### src/rtl/event_fifo.sv
// Show-ahead FIFO for key events: the head is visible whenever not empty, one push and one pop per cycle.
// A push while full is taken only if a pop happens in the same cycle; the head is held while it is not popped.
module event_fifo #(
  parameter int dw         = 5,
  parameter int depth_log2 = 2
) (
  input  logic          clk,
  input  logic          reset,
  input  logic          push_i,
  input  logic [dw-1:0] push_dat_i,
  output logic          full_o,
  input  logic          pop_i,
  output logic          empty_o,
  output logic [dw-1:0] head_dat_o
);

  localparam int depth = 1 << depth_log2;
  localparam logic [depth_log2-1:0] ptr_one  = depth_log2'(1);
  localparam logic [depth_log2:0]   cnt_one  = (depth_log2+1)'(1);
  localparam logic [depth_log2:0]   cnt_full = (depth_log2+1)'(depth);

  logic [dw-1:0]         mem_q [depth];
  logic [depth_log2-1:0] wr_ptr_q, wr_ptr_d;
  logic [depth_log2-1:0] rd_ptr_q, rd_ptr_d;
  logic [depth_log2:0]   count_q, count_d;
  logic                  do_push, do_pop;

  assign empty_o    = (count_q == '0);
  assign full_o     = (count_q == cnt_full);
  assign do_pop     = pop_i && !empty_o;
  assign do_push    = push_i && (!full_o || do_pop);
  assign head_dat_o = mem_q[rd_ptr_q];

  always_comb begin
    wr_ptr_d = wr_ptr_q;
    rd_ptr_d = rd_ptr_q;
    count_d  = count_q;
    if (do_push) wr_ptr_d = wr_ptr_q + ptr_one;
    if (do_pop)  rd_ptr_d = rd_ptr_q + ptr_one;
    if (do_push && !do_pop)      count_d = count_q + cnt_one;
    else if (do_pop && !do_push) count_d = count_q - cnt_one;
  end

  // Storage is cleared on reset so the head reads as zero until the first push.
  always_ff @(posedge clk or posedge reset) begin
    if (reset) begin
      for (int i = 0; i < depth; i++) mem_q[i] <= '0;
      wr_ptr_q <= '0;
      rd_ptr_q <= '0;
      count_q  <= '0;
    end else begin
      if (do_push) mem_q[wr_ptr_q] <= push_dat_i;
      wr_ptr_q <= wr_ptr_d;
      rd_ptr_q <= rd_ptr_d;
      count_q  <= count_d;
    end
  end

endmodule

### src/rtl/keypad_event_encoder.sv
// Round-robin scanner turning debounced key levels into {key, press} events; in-to-valid latency 2..width+1 edges.
// When the FIFO is full the key stays unreported and is retried on its next visit, so no edge is lost.
module keypad_event_encoder #(
  parameter  int width      = 16,
  parameter  int depth_log2 = 2,
  localparam int kw         = $clog2(width)
) (
  input  logic           clk,
  input  logic           reset,
  input  logic [width:1] in,
  output logic           ev_valid,
  input  logic           ev_ready,
  output logic [kw-1:0]  ev_key,
  output logic           ev_press,
  output logic           pending
);

  localparam logic [kw-1:0] ptr_last = kw'(width - 1);
  localparam logic [kw-1:0] ptr_one  = kw'(1);

  // Bit n-1 of these vectors corresponds to in[n], so the scan pointer is the event key directly.
  logic [width-1:0] level_q;
  logic [width-1:0] reported_q, reported_d;
  logic [kw-1:0]    ptr_q, ptr_d;
  logic             pending_q, pending_d;

  logic             mismatch, push;
  logic             fifo_full, fifo_empty, fifo_pop;
  logic [kw:0]      head_dat;

  assign fifo_pop = ev_ready && !fifo_empty;
  assign mismatch = (level_q[ptr_q] != reported_q[ptr_q]);
  assign push     = mismatch && (!fifo_full || fifo_pop);

  always_comb begin
    ptr_d      = (ptr_q == ptr_last) ? '0 : ptr_q + ptr_one;
    reported_d = reported_q;
    if (push) reported_d[ptr_q] = level_q[ptr_q];
    pending_d  = |(level_q ^ reported_q);
  end

  always_ff @(posedge clk or posedge reset) begin
    if (reset) begin
      level_q    <= '0;
      reported_q <= '0;
      ptr_q      <= '0;
      pending_q  <= 1'b0;
    end else begin
      level_q    <= in;
      reported_q <= reported_d;
      ptr_q      <= ptr_d;
      pending_q  <= pending_d;
    end
  end

  event_fifo #(
    .dw         (kw + 1),
    .depth_log2 (depth_log2)
  ) u_fifo (
    .clk        (clk),
    .reset      (reset),
    .push_i     (push),
    .push_dat_i ({ptr_q, level_q[ptr_q]}),
    .full_o     (fifo_full),
    .pop_i      (fifo_pop),
    .empty_o    (fifo_empty),
    .head_dat_o (head_dat)
  );

  assign ev_valid = !fifo_empty;
  assign ev_key   = head_dat[kw:1];
  assign ev_press = head_dat[0];
  assign pending  = pending_q;

endmodule
### config.mk
export PLATFORM = sky130hd
export DESIGN_NAME = keypad_event_encoder
export DESIGN_NICKNAME = d
export VERILOG_FILES = /design/src/rtl/event_fifo.sv /design/src/rtl/keypad_event_encoder.sv
export SDC_FILE = /design/constraint.sdc
export NUM_CORES = 1
export LEC_CHECK = 0
export ABC_AREA = 1
export BUFFER_PORTS_ARGS = -buffer_cell sky130_fd_sc_hd__clkbuf_2
export CORE_MARGIN = 3
export CORE_UTILIZATION = 60
export CTS_CLUSTER_SIZE = 30
export DETAILED_ROUTE_END_ITERATION = 16
export PLACE_DENSITY = 0.89
export SLEW_MARGIN = 20
export SYNTH_ARGS = -nofsm -noshare
export SYNTH_HDL_FRONTEND = slang
export SYNTH_SLANG_ARGS = --single-unit
### constraint.sdc
create_clock -name clk -period 3.5 [get_ports clk]
set_input_delay 0.7 -clock clk [delete_from_list [all_inputs] [get_ports clk]]
set_output_delay 0.7 -clock clk [all_outputs]
set_load 0.03 [all_outputs]
==> out/results.ini, run 1 <==
[run_status]
outcome = completed

[die]
die_area_um2 = 6954
initial_core_util_pct = 63.69
fp-row-count = 27
die_x_um = 83.39
io_pins = 26
coreArea_um2 = 5642
dieHeight_um = 83.39

[detailed_routing]
drtPass1Iterations = 5
wirelength_um = 8337
routed_via_density = 5.712
num_vias = 3210
ant_nets = 0
drc = 0
drt_iter0_drc = 383
wl_per_cell_um = 14.83

[cts]
cts_root_buffer = clkbuf_8
clk_pin_slew_worst_paths_ns = 0.07
htree_levels = 3
cts_hold_buf = 0
cts.repair.resized = 0
clock_latency_ns = 0.35
cts_buffer_depth = 2
cts_tree = built
cts_buffers = 9
cts.sinks = 64
cts_setup_buffers = 0

[yosys]
synth_cell_types = 23
synth.ff_latch_count = 64
synthTopCellsByArea = dfrtp_1 45%, nand2_1 16%, nand4_1 9.6%
synth.cell_area_um2 = 3593
avgSynthCellArea_um2 = 7.711
synth_area_leader_cell = dfrtp_1
ys_seq_area_share_pct = 44.57
synthCells = 466
syn_nets = 495
yosys_warnings = 0
synth.top_cell.area_share_pct = 44.57

[sta]
clock.fmax_mhz = 352.6
setup_tns_ns = 0
setup_slack_ns = 0.6643
period_needed_ns = 2.836
setup_viol = 0
holdWs_ns = 0.4474
tightest_slew_ns = 0.9904
rsz0062_at_grt = no
post-route-period-util_pct = 81.02
final_hold_viol_count = 0
finClkSkew_ns = 0.009515
slew_viol_final = 0
max-slew-margin-rel_pct = 33.81

[pwr]
p_sw_uw = 1195
power_frac_clock_pct = 23.7
p_sw_share_pct = 40.53
power.internal_uw = 1754
p_seq_share_pct = 39.6
p_comb_share_pct = 36.8
ir_drop_mv = 0.4018
p_leak_uw = 0.002062
power_density_nw_per_um2 = 748.7
power_uw = 2949

[placed_design]
preCtsSetupSlack_ns = 0.7140
io_buffers = 25
globalplace.congestion = 0.9247
dp_hpwl_um = 5660

[grt]
grt_pass1_wl_um = 14500
grt_pass1_vias = 3198
overflow = 0
antenna_found_initial = 0
grt_max_degree = 57
track_usage_pct = 25.57

[critical_path]
crit_arrival_ns = 3.06
worst_r2r_path_depth = 17
r2r_slack_ns = 0.66
start_kind = flip-flop
endpoint_kind = flip-flop
crit_type = reg2reg
path_max_fanout = 17
cp.required_ns = 3.73

[layout]
syn2layout_area_growth_pct = 9.610
n_antenna_cell = 0
fillers = 446
fin_nets = 514
drive_above_1_share_pct = 11.84

[hold_path]
hp-class = in2reg
min_path_cells = 1

[job]
drv_cap = 0

-- critical path, cell delays in order (launching register included) --
cell and delay [ns]:
dfrtp_1 0.53, buf_4 0.23, nand3_1 0.08, nand2_1 0.07, nand2_1 0.05, nand2_1 0.11
inv_2 0.04, nand2_1 0.08, nand2_1 0.09, nand2_4 0.17, nand2_1 0.14, inv_2 0.09
ha_1 0.15, inv_1 0.08, fa_1 0.39, a21oi_1 0.15, o21ai_0 0.12, xor2_1 0.16
-- cells in the final DEF, fill, tap and decap left out, types with 2 or more instances in the layout --
cell / instances
nand2_1: 150
dfrtp_1: 64
nand4_1: 55
inv_1: 51
nor2_1: 40
clkbuf_2: 25
nand3_1: 21
o21ai_0: 12
clkbuf_8: 10
ha_1: 9
inv_2: 8
xnor2_1: 7
o22ai_1: 6
buf_4: 6
a21oi_1: 5
xor2_1: 5
nand4_4: 4
clkbuf_1: 3
nor3_1: 2
bufinv_16: 2
-- stage by stage --
step / std cells / cell area (um2) / util, %
after global placement: 546 / 3725 / 66.02
after floorplan: 466 / 3593 / -
final: 562 / 3939 / 69.82
after detailed placement: 546 / 3725 / 66.02
after CTS: 562 / 3939 / 69.82
after global routing: 562 / 3939 / 69.82
-- flip-flops by register name, summed over array words and instances, names as in the netlist --
signal,count
u_fifo.wr_ptr_q,2
u_fifo.mem_q,20
u_fifo.count_q,3
ptr_q,4
level_q,16
u_fifo.rd_ptr_q,2
reported_q,16
pending,1
-- cells in the mapped netlist --
master and n:
a21oi_1 5, buf_2 10, buf_4 4, buf_6 2
clkbuf_1 7, dfrtp_1 64, fa_1 1, ha_1 9
inv_1 52, inv_2 7, nand2_1 150, nand2_4 1
nand3_1 21, nand4_1 55, nand4_4 4, nor2_1 40
nor2_2 1, nor3_1 2, nor4_1 1, o21ai_0 12
o22ai_1 6, xnor2_1 7, xor2_1 5
-- power by group through the flow --
stage,sequential (uW),clock (uW),combinational [uW]
global placement,1160,0,1020
finish,1170,698,1080
CTS,1160,700,1080
floorplan,1100,0,870
detailed placement,1160,0,1070
global route,1200,738,1210
-- cells by family after synthesis --
kind of cell | count (synthesis) | share of synthesized area (%)
compound gates | 23 | 3.412
xor+xnor | 12 | 2.925
simple gates | 275 | 35.65
flops | 64 | 44.57
fa+ha+maj | 10 | 3.691
buf+inv | 82 | 9.750
-- final cells by class --
cell class	instances	area, um2	share of cell area, %
flip-flops and latches	64	1602	40.66
well taps	72	90.09	2.287
multi-input cells	320	1642	41.68
clock inverters	3	65.06	1.652
clock buffers	13	148.9	3.780
repair buffers	31	170.2	4.320
inverters	59	221.5	5.623
-- final timing paths --
| kind | end | from |
|---|---|---|
| worst max register to register | u_fifo.count_q[2] | ptr_q[1] |
| worst min-delay path | level_q[8] | in[9] |
| worst min register to register | u_fifo.mem_q[9] | u_fifo.mem_q[9] |
| worst max-delay path | u_fifo.count_q[2] | ptr_q[1] |
| min in group asynchronous | u_fifo.count_q[0] | reset |
| max in group asynchronous | level_q[0] | reset |
-- layer usage --
metal | part of all wire, % | global-route usage (%)
met5 | 0 | 0
met4 | 2.0 | 8.915
met3 | 6.2 | 7.044
met2 | 50 | 41.84
met1 | 42 | 32.64
No activity file was read; power rests on OpenSTA's default activity.
==> run 2, diff against run 1 <==
Settings changed: ABC_AREA 1 to 0, PLACE_DENSITY 0.89 to 0.9.
Clock period 3.5 ns to 2.8 ns, I/O delays scaled along.
==> out/results.ini, run 2 <==
[cts]
cts_tree = built
cts_root_buffer = clkbuf_8
clock_latency_ns = 0.35  ; about the same
cts_buffer_depth = 2  ; unchanged
cts.sinks = 64  ; unchanged
cts_buffers = 9  ; unchanged
cts_hold_buf = 0  ; unchanged
clk_pin_slew_worst_paths_ns = 0.07  ; about the same
htree_levels = 3  ; unchanged

[sta]
slew_viol_final = 0  ; unchanged
post-route-period-util_pct = 101.8  ; +21 points
tightest_slew_ns = 0.6827  ; -0.3078 ns
finClkSkew_ns = 0.009760  ; +0.0002452 ns
period_needed_ns = 2.850  ; +0.01398 ns
clock.fmax_mhz = 350.9  ; -0.49%
rsz0062_at_grt = yes
setup_viol = 2  ; +2
final_hold_viol_count = 0  ; unchanged
setup_slack_ns = -0.04968  ; -0.7140 ns
max-slew-margin-rel_pct = 54.42  ; +21 points

[layout]
fin_nets = 352  ; -32%
largest_register = u_fifo.mem_q
n_antenna_cell = 0  ; unchanged
syn2layout_area_growth_pct = 20.74
final_common_cell = dfrtp_1
reg.largest.list = u_fifo.mem_q x20, level_q x16, reported_q x16
mostFrequentLayoutCells = 63 x dfrtp_1, 34 x buf_4, 32 x o21ai_0
drive_above_1_share_pct = 36.59  ; +25 points
stdcell_count = 398  ; -29%
largest_reg_flops = 20  ; unchanged

[pwr]
ir_drop_mv = 0.8167  ; +100%
p_seq_share_pct = 41.2  ; +1.6 points
power_density_nw_per_um2 = 827.4  ; +11%
p_sw_uw = 1131  ; -5.4%
p_leak_uw = 0.001721  ; -17%
p_sw_share_pct = 34.30  ; -6.2 points
power_frac_clock_pct = 24.7  ; +1.0 points
power.internal_uw = 2166  ; +24%
p_comb_share_pct = 34.1  ; -2.7 points

[yosys]
synth_most_common_cell = dfrtp_1
synth.cell_area_um2 = 3301  ; -8.1%
synth_edf_count = 0  ; unchanged
ys_seq_area_share_pct = 48.52  ; +4.0 points
synthTopCellsByArea = dfrtp_1 49%, mux2_4 6.4%, mux4_1 6.4%
synth_area_leader_cell = dfrtp_1
synth.top_cell.area_share_pct = 48.52  ; +4.0 points
synth_commonest_cells = 64 x dfrtp_1, 32 x o21ai_0, 25 x a21oi_1, 19 x xor2_1, 14 x mux2_4
synth_cell_types = 37  ; +61%
avgSynthCellArea_um2 = 12.60  ; +63%
ys_async_sr_fraction_pct = 100.0  ; unchanged
synth.ff_latch_count = 64  ; unchanged
syn_nets = 291  ; -41%
synthFlopType = dfrtp_1
yosys_warnings = 0  ; unchanged
synthCells = 262  ; -44%

[placed_design]
dp_hpwl_um = 5555  ; -1.9%
globalplace.congestion = 0.8373  ; -9.5%
preCtsSetupSlack_ns = -0.08523  ; -0.7992 ns
io_buffers = 25  ; unchanged
placed_cells = 376  ; -31%

[critical_path]
cp.required_ns = 3.04  ; -0.69 ns
start_kind = flip-flop
path_max_fanout = 8  ; -9
crit_type = reg2reg
crit_arrival_ns = 3.09  ; +0.03 ns
endpoint_kind = flip-flop
r2r_slack_ns = -0.05  ; -0.71 ns
r2r-end = u_fifo.count_q[1]
worst_r2r_startpoint = ptr_q[1]
worst_r2r_path_depth = 9  ; -8

[grt]
overflow = 0  ; unchanged
grt_pass1_vias = 2516  ; -21%
grt_pass1_wl_um = 13160  ; -9.3%
antenna_found_initial = 0  ; unchanged
track_usage_pct = 28.32  ; +2.7 points
grt_max_degree = 34  ; -40%

[detailed_routing]
drtPass1Iterations = 5  ; unchanged
routed_via_density = 6.254  ; +9.5%
drc = 0  ; unchanged
wl_met3_um = 600  ; +17%
drt_iter0_drc = 279  ; -27%
routed-wl-met2_um = 4211  ; +1.7%
ant_nets = 0  ; unchanged
top_layer = met4
num_vias = 2489  ; -22%
wl_met1_um = 3370  ; -4.0%
wl_per_cell_um = 21.11  ; +42%
wirelength_um = 8401  ; +0.77%

[job]
drv_cap = 0  ; unchanged

[hold_path]
hp-class = in2async

[die]
die_area_um2 = 6427  ; -7.6%
io_pins = 26  ; unchanged
die_x_um = 80.17  ; -3.9%
initial_core_util_pct = 63.41  ; -0.28 points
coreArea_um2 = 5205  ; -7.7%
dieHeight_um = 80.17  ; -3.9%
fp-row-count = 26  ; -3.7%

[run_status]
violations = setup timing
outcome = finished, violations left

run 2: changes by cell type after synthesis, sizes merged, moves of 16 or more:
cell / delta
nand4: -58
inv: -54
nand3: -16
o21ai: +20
a21oi: +20
mux2: +19
nand2: -138
nor2: -32
run 2: cells by family (layout without fill, tap and decap cells):
group / Yosys count / in the layout / share of synthesized area (%)
buf+inv: 16 / 82 / 2.085
simple gates: 45 / 45 / 8.036
compound gates: 66 / 66 / 10.65
fa+ha+maj: 10 / 10 / 4.018
flops: 64 / 64 / 48.52
xor+xnor: 25 / 25 / 6.861
mux: 36 / 36 / 19.83
run 2: how the worst max path moves through the flow:
stage,depth (start not counted),start,end,slack (ns)
after global routing,9,ptr_q[1],u_fifo.count_q[1],-0.12
after CTS,9,ptr_q[1],u_fifo.count_q[1],-0.02
after floorplan,10,ptr_q[1],u_fifo.count_q[1],-0.14
final,9,ptr_q[1],u_fifo.count_q[1],-0.05
after global placement,11,ptr_q[1],u_fifo.count_q[2],-0.03
after detailed placement,11,ptr_q[1],u_fifo.count_q[2],-0.09
run 2: layout make-up:
type                    instances  area (um2)
clock buffers                  13       158.9
clock inverters                 3       40.04
fillers                       299        1220
inverters                       6       22.52
multi-input cells             182        1673
flip-flops and latches         64        1603
well taps                      70       87.58
repair buffers                 60       400.4
run 2: stage by stage:
step	setup TNS, ns	instance area (um2)	hold slack [ns]	total power [uW]	utilization (%)
5_1_grt	-0.2222	3985	0.2957	3434	76.56
4_1_cts	-0.03116	3954	0.2971	3289	75.96
3_3_place_gp	-0.03161	3730	0.4740	2366	71.66
6_report	-0.06852	3985	0.2848	3297	76.56
2_1_floorplan	-0.2354	3333	0.4511	2156	-
3_5_place_dp	-0.1409	3730	0.4772	2440	71.66
run 2: per-layer routing:
layer / vias up / global-route usage, %
met5: - / 0
met4: 0 / 12.16
met3: 24 / 7.623
met2: 154 / 44.45
met1: 1234 / 37.10
li1: 1077 / -
run 2: power groups by stage:
stage | combinational [uW] | sequential [uW] | clock [uW]
after floorplan | 900 | 1260 | 0
after global placement | 1040 | 1330 | 0
after CTS | 1110 | 1350 | 824
after global routing | 1190 | 1380 | 863
after detailed placement | 1090 | 1350 | 0
final | 1120 | 1360 | 814
run 2: worst max-delay path: stages, from the launching register on:
cell and delay (ns):
dfrtp_2 0.53, mux4_2 0.55, mux2_4 0.32, xnor2_4 0.15, mux2i_4 0.21, nor2_4 0.06
ha_4 0.18, inv_2 0.05, fa_2 0.42, mux2_2 0.26
run 2: timing repair:
item                                    CTS  global route
hold endpoints to repair                  0             0
pin swaps                                 5             2
endpoints found under the setup margin    2             2
buffers inserted                          5             1
gates resized for setup                   7             3
